--- src/rtl/uart_pkg.sv ---
// Shared definitions for the document UART streamer.
//   - FSM state encodings for the streamer
//   - BAUD_DIV computation
//   - ASCII constants (CR, LF, SPACE) and the 8N1 frame length
package uart_pkg;

  localparam int unsigned FRAME_BITS = 10;  // start + 8 data + stop

  localparam logic [7:0] CR    = 8'h0D;
  localparam logic [7:0] LF    = 8'h0A;
  localparam logic [7:0] SPACE = 8'h20;

  // Streamer states
  localparam logic [2:0] ST_IDLE   = 3'd0;
  localparam logic [2:0] ST_FETCH  = 3'd1;
  localparam logic [2:0] ST_SAMPLE = 3'd2;
  localparam logic [2:0] ST_TERM   = 3'd3;
  localparam logic [2:0] ST_SEND   = 3'd4;
  localparam logic [2:0] ST_DONE   = 3'd5;

  function automatic int unsigned baud_div(input int unsigned clk_hz, input int unsigned baud);
    return clk_hz / baud;
  endfunction

endpackage

--- src/rtl/doc_uart_streamer_if.sv ---
// Document RAM read port.
//   read_en   : streamer owns the port
//   read_addr : {row, col} address
//   read_data : byte at read_addr (combinational or one-cycle registered)
// master = streamer side, slave = memory side.
interface doc_uart_streamer_if #(
  parameter int ADDR_W = 9
);
  logic              read_en;
  logic [ADDR_W-1:0] read_addr;
  logic [7:0]        read_data;

  modport master (output read_en, output read_addr, input read_data);
  modport slave  (input read_en, input read_addr, output read_data);
endinterface

--- src/rtl/uart_tx_frame.sv ---
// Single 8N1 frame transmitter.
//   clk, rst_n : clock, async active-low reset
//   start      : load data and begin a frame (accepted only when idle)
//   data       : byte to send
//   ready      : high when idle or in the final clock of the stop bit, so the
//                caller can line up the next byte without a dead cycle
//   tx         : serial line, idles high
module uart_tx_frame
  import uart_pkg::*;
#(
  parameter int unsigned BAUD_DIV = 16
) (
  input  logic       clk,
  input  logic       rst_n,
  input  logic       start,
  input  logic [7:0] data,
  output logic       ready,
  output logic       tx
);

  localparam int CNT_W = (BAUD_DIV > 1) ? $clog2(BAUD_DIV) : 1;
  localparam int BIT_W = $clog2(FRAME_BITS);
  localparam logic [CNT_W-1:0] BAUD_RELOAD = CNT_W'(BAUD_DIV - 1);
  localparam logic [BIT_W-1:0] LAST_BIT    = BIT_W'(FRAME_BITS - 1);

  logic [FRAME_BITS-1:0] shift_q, shift_d;
  logic [CNT_W-1:0]      baud_q, baud_d;
  logic [BIT_W-1:0]      bit_q, bit_d;
  logic                  active_q, active_d;
  logic                  last_cycle;

  assign last_cycle = active_q && (baud_q == '0) && (bit_q == LAST_BIT);

  always_comb begin
    shift_d  = shift_q;
    baud_d   = baud_q;
    bit_d    = bit_q;
    active_d = active_q;
    if (!active_q) begin
      if (start) begin
        shift_d  = {1'b1, data, 1'b0};
        baud_d   = BAUD_RELOAD;
        bit_d    = '0;
        active_d = 1'b1;
      end
    end else if (baud_q == '0) begin
      baud_d = BAUD_RELOAD;
      if (bit_q == LAST_BIT) begin
        active_d = 1'b0;
      end else begin
        bit_d   = bit_q + 1'b1;
        shift_d = {1'b1, shift_q[FRAME_BITS-1:1]};
      end
    end else begin
      baud_d = baud_q - 1'b1;
    end
  end

  always_ff @(posedge clk or negedge rst_n) begin
    if (!rst_n) begin
      shift_q  <= '1;
      baud_q   <= '0;
      bit_q    <= '0;
      active_q <= 1'b0;
    end else begin
      shift_q  <= shift_d;
      baud_q   <= baud_d;
      bit_q    <= bit_d;
      active_q <= active_d;
    end
  end

  assign tx    = active_q ? shift_q[0] : 1'b1;
  assign ready = !active_q || last_cycle;

endmodule

--- src/rtl/doc_uart_streamer.sv ---
// Walks a ROWS x COLS document row by row and sends each byte as UART 8N1,
// with a line terminator after every row and 8'h00 cells sent as BLANK_CHAR.
//   clk, rst_n : clock, async active-low reset
//   send       : one-cycle start request (ignored unless idle)
//   rd         : document read port (master side)
//   busy       : transfer in progress
//   done       : one-cycle pulse after the final stop bit
//   tx         : UART line, idles high
// Build option: define CRLF_EN to terminate each row with CR then EOL_CHAR.
//
// state     | meaning
// IDLE      | waiting for send
// FETCH     | read_addr driven for {row, col}
// SAMPLE    | read_data captured, blank-mapped, frame started
// TERM      | terminator byte started (no memory read)
// SEND      | frame on the line; on its last clock pick next step,
//           | including the row advance, so no gap cycle is spent on it
// DONE      | done pulse, busy low
module doc_uart_streamer
  import uart_pkg::*;
#(
  parameter int unsigned CLK_HZ     = 100_000_000,
  parameter int unsigned BAUD       = 9600,
  parameter int unsigned COLS       = 32,
  parameter int unsigned ROWS       = 16,
  parameter int unsigned ADDR_W     = 9,
  parameter logic [7:0]  EOL_CHAR   = LF,
  parameter logic [7:0]  BLANK_CHAR = SPACE
) (
  input  logic                clk,
  input  logic                rst_n,
  input  logic                send,
  doc_uart_streamer_if.master rd,
  output logic                busy,
  output logic                done,
  output logic                tx
);

  localparam int unsigned BAUD_DIV = baud_div(CLK_HZ, BAUD);
  localparam int ROW_W = $clog2(ROWS);
  localparam int COL_W = $clog2(COLS);
  localparam logic [ROW_W-1:0] LAST_ROW = ROW_W'(ROWS - 1);
  localparam logic [COL_W-1:0] LAST_COL = COL_W'(COLS - 1);

`ifdef CRLF_EN
  localparam bit CRLF = 1'b1;
`else
  localparam bit CRLF = 1'b0;
`endif

  logic [2:0]       state_q, state_d;
  logic [ROW_W-1:0] row_q, row_d;
  logic [COL_W-1:0] col_q, col_d;
  logic             term_q, term_d;  // frame on the line is a row terminator
  logic             lf_q, lf_d;      // CRLF: CR already sent, LF is next

  logic             frame_start;
  logic [7:0]       frame_data;
  logic             frame_ready;
  logic [7:0]       term_byte;
  logic [ADDR_W-1:0] addr;

`ifdef CRLF_EN
  assign term_byte = lf_q ? EOL_CHAR : CR;
`else
  assign term_byte = EOL_CHAR;
`endif

  always_comb begin
    state_d     = state_q;
    row_d       = row_q;
    col_d       = col_q;
    term_d      = term_q;
    lf_d        = lf_q;
    frame_start = 1'b0;
    frame_data  = 8'h00;
    case (state_q)
      ST_IDLE: begin
        if (send) begin
          state_d = ST_FETCH;
          row_d   = '0;
          col_d   = '0;
          term_d  = 1'b0;
          lf_d    = 1'b0;
        end
      end
      ST_FETCH: state_d = ST_SAMPLE;
      ST_SAMPLE: begin
        frame_start = 1'b1;
        frame_data  = (rd.read_data == 8'h00) ? BLANK_CHAR : rd.read_data;
        term_d      = 1'b0;
        state_d     = ST_SEND;
      end
      ST_TERM: begin
        frame_start = 1'b1;
        frame_data  = term_byte;
        term_d      = 1'b1;
        state_d     = ST_SEND;
      end
      ST_SEND: begin
        if (frame_ready) begin
          if (term_q) begin
            if (CRLF && !lf_q) begin
              lf_d    = 1'b1;
              state_d = ST_TERM;
            end else if (row_q == LAST_ROW) begin
              row_d   = '0;
              col_d   = '0;
              state_d = ST_DONE;
            end else begin
              row_d   = row_q + 1'b1;
              col_d   = '0;
              state_d = ST_FETCH;
            end
          end else if (col_q == LAST_COL) begin
            lf_d    = 1'b0;
            state_d = ST_TERM;
          end else begin
            col_d   = col_q + 1'b1;
            state_d = ST_FETCH;
          end
        end
      end
      ST_DONE: state_d = ST_IDLE;
      default: state_d = ST_IDLE;
    endcase
  end

  always_ff @(posedge clk or negedge rst_n) begin
    if (!rst_n) begin
      state_q <= ST_IDLE;
      row_q   <= '0;
      col_q   <= '0;
      term_q  <= 1'b0;
      lf_q    <= 1'b0;
    end else begin
      state_q <= state_d;
      row_q   <= row_d;
      col_q   <= col_d;
      term_q  <= term_d;
      lf_q    <= lf_d;
    end
  end

  uart_tx_frame #(.BAUD_DIV(BAUD_DIV)) u_frame (
    .clk   (clk),
    .rst_n (rst_n),
    .start (frame_start),
    .data  (frame_data),
    .ready (frame_ready),
    .tx    (tx)
  );

  assign addr         = {row_q, col_q};
  assign busy         = (state_q != ST_IDLE) && (state_q != ST_DONE);
  assign done         = (state_q == ST_DONE);
  assign rd.read_en   = busy;
  assign rd.read_addr = addr;

endmodule

--- src/flat_wrapper.sv ---
// flat-port wrapper written by rule: the top's interface ports become plain ports
module doc_uart_streamer_flat import uart_pkg::*;
#(
  parameter int unsigned CLK_HZ     = 100_000_000,
  parameter int unsigned BAUD       = 9600,
  parameter int unsigned COLS       = 32,
  parameter int unsigned ROWS       = 16,
  parameter int unsigned ADDR_W     = 9,
  parameter logic [7:0]  EOL_CHAR   = LF,
  parameter logic [7:0]  BLANK_CHAR = SPACE
)
  (clk, rst_n, send, busy, done, tx, rd_read_en, rd_read_addr, rd_read_data);
  doc_uart_streamer_if #(.ADDR_W(ADDR_W)) rd_i ();
  input  logic clk;
  input  logic rst_n;
  input  logic send;
  output logic busy;
  output logic done;
  output logic tx;
  output wire logic [$bits(rd_i.read_en)-1:0] rd_read_en;
  output wire logic [$bits(rd_i.read_addr)-1:0] rd_read_addr;
  input wire logic [$bits(rd_i.read_data)-1:0] rd_read_data;
  assign rd_read_en = rd_i.read_en;
  assign rd_read_addr = rd_i.read_addr;
  assign rd_i.read_data = rd_read_data;
  doc_uart_streamer #(.CLK_HZ(CLK_HZ), .BAUD(BAUD), .COLS(COLS), .ROWS(ROWS), .ADDR_W(ADDR_W), .EOL_CHAR(EOL_CHAR), .BLANK_CHAR(BLANK_CHAR)) u_core (.clk(clk), .rst_n(rst_n), .send(send), .rd(rd_i), .busy(busy), .done(done), .tx(tx));
endmodule
--- config.mk ---
export PLATFORM = sky130hd
export DESIGN_NAME = doc_uart_streamer_flat
export DESIGN_NICKNAME = d
export VERILOG_FILES = /design/src/rtl/uart_pkg.sv /design/src/rtl/doc_uart_streamer_if.sv /design/src/rtl/uart_tx_frame.sv /design/src/rtl/doc_uart_streamer.sv /design/src/flat_wrapper.sv
export SDC_FILE = /design/constraint.sdc
export NUM_CORES = 1
export LEC_CHECK = 0
export CAP_MARGIN = 20
export CORE_UTILIZATION = 51
export DETAILED_ROUTE_END_ITERATION = 7
export PLACE_DENSITY = 0.82
export SKIP_CTS_REPAIR_TIMING = 1
export SLEW_MARGIN = 20
export SYNTH_ARGS = -nofsm -noshare
export SYNTH_HDL_FRONTEND = slang
export SYNTH_SLANG_ARGS = --single-unit
--- constraint.sdc ---
create_clock -name clk -period 2.2 [get_ports clk]
set_input_delay 0.33 -clock clk [delete_from_list [all_inputs] [get_ports clk]]
set_output_delay 0.33 -clock clk [all_outputs]
set_load 0.005 [all_outputs]
Word level (Yosys, flattened, before mapping)

Index checks and enable logic that the tools add are counted.

Register bits after elaboration: 42
Input port bits: 11
Output and inout port bits: 13
Word-level logic and storage cells: 82

Add/sub/neg operators: 4
Eq/ne operators: 15
Multiplexer cells: 37
Reduce and logical (&&, ||, !) cells: 18

Operators with widths:

| cell                                                                     | number |
|---|---|
| 14-bit two-way mux                                                       | 3 |
| 10-bit two-way mux                                                       | 4 |
| 4-bit two-way mux                                                        | 8 |
| 5-bit two-way mux                                                        | 4 |
| 8-bit case mux with 2 select lines                                       | 1 |
| 14-bit zero test                                                         | 1 |
| 14-bit by 1-bit subtractor with 14-bit output (second input constant)    | 1 |
| 3-bit two-way mux                                                        | 4 |
| 3-bit case mux with 4 select lines                                       | 1 |
| 5-bit case mux with 2 select lines                                       | 1 |
| 4-bit by 1-bit adder with 4-bit output (second input constant)           | 2 |
| 4-bit equality test (second input constant)                              | 2 |
| 8-bit zero test                                                          | 1 |
| 8-bit two-way mux                                                        | 1 |
| 4-bit case mux with 2 select lines                                       | 1 |
| 4-bit AND reduction                                                      | 2 |
| 1-bit two-way mux                                                        | 7 |
| 3-bit by 2-bit equality test with 1-bit output (second input constant)   | 2 |
| 3-bit equality test (second input constant)                              | 2 |
| 2-bit by 1-bit inequality test with 1-bit output (second input constant) | 3 |
| 3-bit nonzero test                                                       | 2 |
| 5-bit by 1-bit adder with 5-bit output (second input constant)           | 1 |
| 5-bit equality test (second input constant)                              | 1 |
| 2-bit inequality test (second input constant)                            | 2 |
| other kinds (13)                                                         | 17 |

Depth between registers and ports, before layout

Depth after elaboration: 6
Depth in mapped cells: 9
Depth with buffers taken out: 8

Modules after synthesis

Synthesis repeated with hierarchy kept, for this count alone.

Cells, all modules: 244
Area, all modules: 2392.3 sq um

Modules (own cells, without submodules):

| module            | times used | cells each | area an instance (sq um) | sequential area each (sq um) |
|---|---|---|---|---|
| uart_tx_frame     | 1          | 150        | 1541.5                   | 711.9 |
| doc_uart_streamer | 1          | 94         | 850.8                    | 325.3 |

Least setup slack after synthesis

OpenSTA, ideal clock, no wires.

Kind: reg2reg
From: register u_core.u_frame.baud_q[0]
To: register u_core.u_frame.shift_q[5]
Setup time: 84 ps
Arrival: 2106 ps
Data required time: 2116 ps
Setup slack: 9 ps
Stages on the path, launching flop included: 10
Path buffers: 2
Period minus slack after synthesis: 2191 ps
Cell sequence: dfrtp_1 inv_1 ha_1 or3b_1 buf_2 o41ai_4 nand3_2 buf_6 a222oi_1 inv_1

Longest elaborated chain between the ends: 3

Ends and longest elaborated chain:

| what                                                              | line                | RTL |
|---|---|---|
| start, declared                                                   | uart_tx_frame.sv:27 | `logic [CNT_W-1:0] baud_q, baud_d;` |
| start signal, assigned                                            | uart_tx_frame.sv:67 | `baud_q <= baud_d;` |
| 14-bit zero test                                                  | uart_tx_frame.sv:46 | `end else if (baud_q == '0) begin` |
| 2-bit by 1-bit inequality test with 1-bit output (no source line) | n/a                 |  |
| 3-bit AND reduction (no source line)                              | n/a                 |  |
| end signal, assigned                                              | uart_tx_frame.sv:66 | `shift_q <= shift_d;` |
| end, declared                                                     | uart_tx_frame.sv:26 | `logic [FRAME_BITS-1:0] shift_q, shift_d;` |

Every way passes these cells.
A chain may end at the register's enable or synchronous reset.

Worst setup path after layout

From: register u_core.u_frame.baud_q[0]
To: register u_core.u_frame.baud_q[9]

Longest elaborated chain between the ends: 3
Elaborated cells on any way between the ends: 4
Those cells by class: add/sub: 1; mux: 2; reduce/logical: 1

Ends and longest elaborated chain:

| what                                                                                     | line                                     | RTL |
|---|---|---|
| 14-bit by 1-bit subtractor with 14-bit output / 14-bit zero test (equally long branches) | uart_tx_frame.sv:55, uart_tx_frame.sv:46 |  |
| 14-bit two-way mux (*)                                                                   | uart_tx_frame.sv:46                      |  |
| 14-bit two-way mux (*)                                                                   | uart_tx_frame.sv:39                      | `if (!active_q) begin` |

Mark *: on every way between the ends. The rest lies on a longest branch, timed or not.

==> summary.md <==
| Metric | Value |
|---|---|
| Outcome | finished clean |
| Most frequent CP cell | sky130_fd_sc_hd__or4_4 |
| Number of global-route vias before repair | 1828 |
| Number of sinks handled by clock tree synthesis | 41 |
| Root Buffer Master | sky130_fd_sc_hd__clkbuf_8 |
| Worst clock skew on the final layout | 0.006796 ns |
| Synthesized instance count | 238 |
| Switching power | 1.047 mW |
| Number of flops mapped to enable cells by yosys | 0 |
| Leakage power | 1.259 nW |
| Transition time at the pin with the least slew margin | 0.5487 ns |
| Largest buffer count on any clock path | 2 |
| Nets | 295 |
| Multi-input gate area | 0.001169 mm^2 |
| Combinational share of power | 36.1% |
| Final core utilization | 68.15% |
| Most common flop cell mapped by yosys | sky130_fd_sc_hd__dfrtp_1 |
| Total via count after detailed routing | 1985 |
| Clock insertion delay at the later pin of the skew report | 0.30 ns |
| TritonCTS clock tree | done |
| Portion of synthesized cell area occupied by the leading cell type | 35.18% |
| Critical Path RT | 2.43 ns |
| Area inside the core boundary | 0.004144 mm^2 |
| Number of diodes added for antenna fixing | 0 |
| Dominant cells by area after synthesis | sky130_fd_sc_hd__dfrtp_1 (35%), sky130_fd_sc_hd__dfstp_2 (10%), sky130_fd_sc_hd__o21ai_0 (4.0%) |
| Category of the most critical setup path | flop to flop |
| Final-layout fill cell count | 331 |
| Power per cell area | 1059 mW/mm^2 |
| Dominant delay contributor by cell family on the critical path | simple AND/OR/NAND/NOR gates |
| Number of buffers created by CTS | 5 |
| RePlAce Congestion | 0.8239 |
| Worst endpoint data arrival time | 2.37 ns |
| DRT iter0 DRCs | 214 |
| Share of synthesized area occupied by flip-flops and latches | 45.57% |
| Half-perimeter wire length after placement | 3764 um |
| Area enclosed by the die boundary | 0.004733 mm^2 |
| Mean routed wirelength per cell | 16.23 um |
| Fraction of registers with async set/reset | 100.0% |
| Area of placed instances | 0.002665 mm^2 |
| Library cells used by synthesis | 58 |
| Fraction of the cycle the final worst path needs | 97.44% |
| Longest individual stage delay on the worst path | 0.55 ns |
| H-tree Lvls | 2 |
| Drt first pass iters | 4 |
| Power share of the sequential group | 42.8% |
| Final Max Tran Viols | 0 |
| Minimum clock period after layout | 2.144 ns |
| CP max-delay cell | sky130_fd_sc_hd__or4_4 |
| Fmax achieved | 0.4665 GHz |
| Post-synthesis sequential element count | 41 |
| Netlist area before placement | 0.002276 mm^2 |
| Max-cap violation count | 0 |
| Switching share of total power | 35.00% |
| Maximum number of pins on one net before global-route repair | 26 |
| Detailed-route vias per instance | 6.033 |
| Average instance area after synthesis | 9.563 um^2 |
| Inst Count DP | 321 |
| Clock-pin slew on the worst setup and hold paths | 0.08 ns |
| Count of boundary I/O pins | 24 |
| Largest area contributor in the synthesized netlist | sky130_fd_sc_hd__dfrtp_1 |
| Critical-path cell list | buf_4 > or4_4 > or4_4 > or4_1 > o21ai_1 |
| Count of yosys warnings during synthesis | 0 |
| Design internal power | 1.944 mW |
| Startpoint type of the worst setup path | flop |
| Setup repair after global routing missed its margin | true |
| IO buf count | 23 |
| Clock power frac | 21.1% |
| Max-slew headroom | 63.42% |
| Total nets after synthesis | 255 |
| Fraction of final layout cells sized beyond drive strength 1 | 20.07% |
| Post-DRT Antenna Nets | 0 |
| Setup Viol. Count Final | 0 |
| Horizontal extent of the die | 68.80 um |
| Standard-cell row count | 23 |
| Number of failing hold endpoints at the final stage | 0 |
| Relative area change from synthesis to final layout | 24.08% |
| Die H | 68.80 um |
| Type of the most critical hold path | input port to asynchronous set/reset pin |
| Overall overflow remaining after global route | 0 |
| Post-Route WL | 5341 um |
| First-pass GRT wire length | 8707 um |
| Sequential cell area | 0.001037 mm^2 |
| Initial antenna violation count | 0 |
| Number of buffers and inverters on the critical path | 1 |
| Worst Setup End Kind | flop |
| Fin cells | 329 |
| Overall Global Routing Usage | 25.62% |
| Initial standard-cell utilization of the core | 54.92% |
| Detailed-route DRC error count | 0 |
| Design area | 0.002824 mm^2 |
| Maximum fanout encountered on the critical timing path | 5 |
| Max VDD drop | 652.5 uV |
stage by stage:
stage / hold WS [ns] / TNS [ns] / total power, mW / setup slack, ns
final: 0.01214 / 0 / 2.991 / 0.05639
after global routing: 0.05734 / -0.002441 / 3.170 / -0.002441
after CTS: 0.03314 / -0.2345 / 2.962 / -0.04004
after detailed placement: 0.3498 / -0.09613 / 2.324 / -0.03346
after global placement: 0.3493 / 0 / 2.272 / 0.03673
after floorplan: 0.03441 / 0 / 1.896 / 0.009259
worst register-to-register path, stage by stage (launching register included):
cell and delay (ns):
sky130_fd_sc_hd__dfrtp_1 0.38, sky130_fd_sc_hd__buf_4 0.14, sky130_fd_sc_hd__or4_4 0.55, sky130_fd_sc_hd__or4_4 0.46
sky130_fd_sc_hd__or4_1 0.41, sky130_fd_sc_hd__o21ai_1 0.13
synthesized netlist by cell type (all sizes together) (4+ instances only):
cell type and n:
dfrtp 32, nand2 23, o21ai 19, nor2 16
nor3 15, a21oi 12, inv 11, dfstp 9
buf 7, clkbuf 6, ha 6, nand2b 5
nor2b 5, or4 5, a222oi 4, nand3 4
o31ai 4
path summary, 6_finish.rpt:
path / cells after the start / slack (ns) / start / to
worst max-delay path: 5 / 0.06 / u_core.u_frame.baud_q[0]$_DFFE_PN0P_ / u_core.u_frame.baud_q[9]$_DFFE_PN0P_
worst min-delay path: 1 / 0.01 / rst_n / u_core.row_q[0]$_DFFE_PN0P_
worst max register to register: 5 / 0.06 / u_core.u_frame.baud_q[0]$_DFFE_PN0P_ / u_core.u_frame.baud_q[9]$_DFFE_PN0P_
worst min register to register: 2 / 0.46 / u_core.u_frame.shift_q[0]$_DFFE_PN1P_ / u_core.u_frame.shift_q[0]$_DFFE_PN1P_
max in group asynchronous: 2 / 1.63 / rst_n / u_core.u_frame.baud_q[1]$_DFFE_PN0P_
min in group clk: 2 / 0.46 / u_core.u_frame.shift_q[0]$_DFFE_PN1P_ / u_core.u_frame.shift_q[0]$_DFFE_PN1P_
power by group through the flow:
stage               clock network, mW  registers, mW  logic, mW
floorplan                           0           1.19      0.708
global placement                    0           1.26       1.01
detailed placement                  0           1.28       1.05
CTS                             0.641           1.27       1.05
global route                    0.669           1.32       1.18
finish                          0.632           1.28       1.08
registers in the layout, indices dropped and copies added (netlist names):
name,flops
u_core.row_q,4
u_core.u_frame.active_q,1
u_core.u_frame.shift_q,9
u_core.col_q,5
u_core.u_frame.baud_q,14
u_core.u_frame.bit_q,4
u_core.state_q,3
u_core.term_q,1
cell type report:
cell class                      count  area share [%]
Multi-Input combinational cell    173           41.38
Sequential cell                    41           36.73
Timing Repair Buffer               46           14.09
Clock buffer                        7           3.057
Tap cell                           50           2.215
Inverter                           11           1.462
Clock inverter                      1           1.063
cells by family after synthesis:
family / Yosys count / share of synthesized area (%)
AO/OA/AOI/OAI: 65 / 20.01
XOR/XNOR: 5 / 1.924
adder cells (fa/ha/maj): 6 / 3.298
buffers and inverters: 24 / 4.947
flip-flops: 41 / 45.57
multiplexers: 3 / 1.374
AND/OR/NAND/NOR: 94 / 22.87
placed cells by master (no fill, tap or decap), types with 3 or more instances in the layout:
cell type and count:
sky130_fd_sc_hd__dfrtp_1 32, sky130_fd_sc_hd__nand2_1 23, sky130_fd_sc_hd__buf_4 23, sky130_fd_sc_hd__clkdlybuf4s50_1 22, sky130_fd_sc_hd__nor2_1 16, sky130_fd_sc_hd__o21ai_0 16
sky130_fd_sc_hd__nor3_1 13, sky130_fd_sc_hd__a21oi_1 12, sky130_fd_sc_hd__inv_1 11, sky130_fd_sc_hd__dfstp_2 9, sky130_fd_sc_hd__ha_1 6, sky130_fd_sc_hd__clkbuf_8 6
sky130_fd_sc_hd__nand2b_1 5, sky130_fd_sc_hd__nor2b_1 5, sky130_fd_sc_hd__o31ai_1 4, sky130_fd_sc_hd__a222oi_1 4, sky130_fd_sc_hd__and3_1 3, sky130_fd_sc_hd__xnor2_1 3
sky130_fd_sc_hd__or3_1 3, sky130_fd_sc_hd__or4_4 3, sky130_fd_sc_hd__nand3_1 3, sky130_fd_sc_hd__a21o_1 3, sky130_fd_sc_hd__o21a_1 3, sky130_fd_sc_hd__o21ai_1 3
per-layer routing:
layer  wire length (um)  GRT usage (%)  vias to the layer above
met3                220          3.947                        8
li1                   -              -                      951
met4                 74          9.694                        0
met5                  0              0                        -
met2               2575          40.93                       58
met1               2471          35.05                      968
Note: power is estimated with default switching activity, not from simulation.
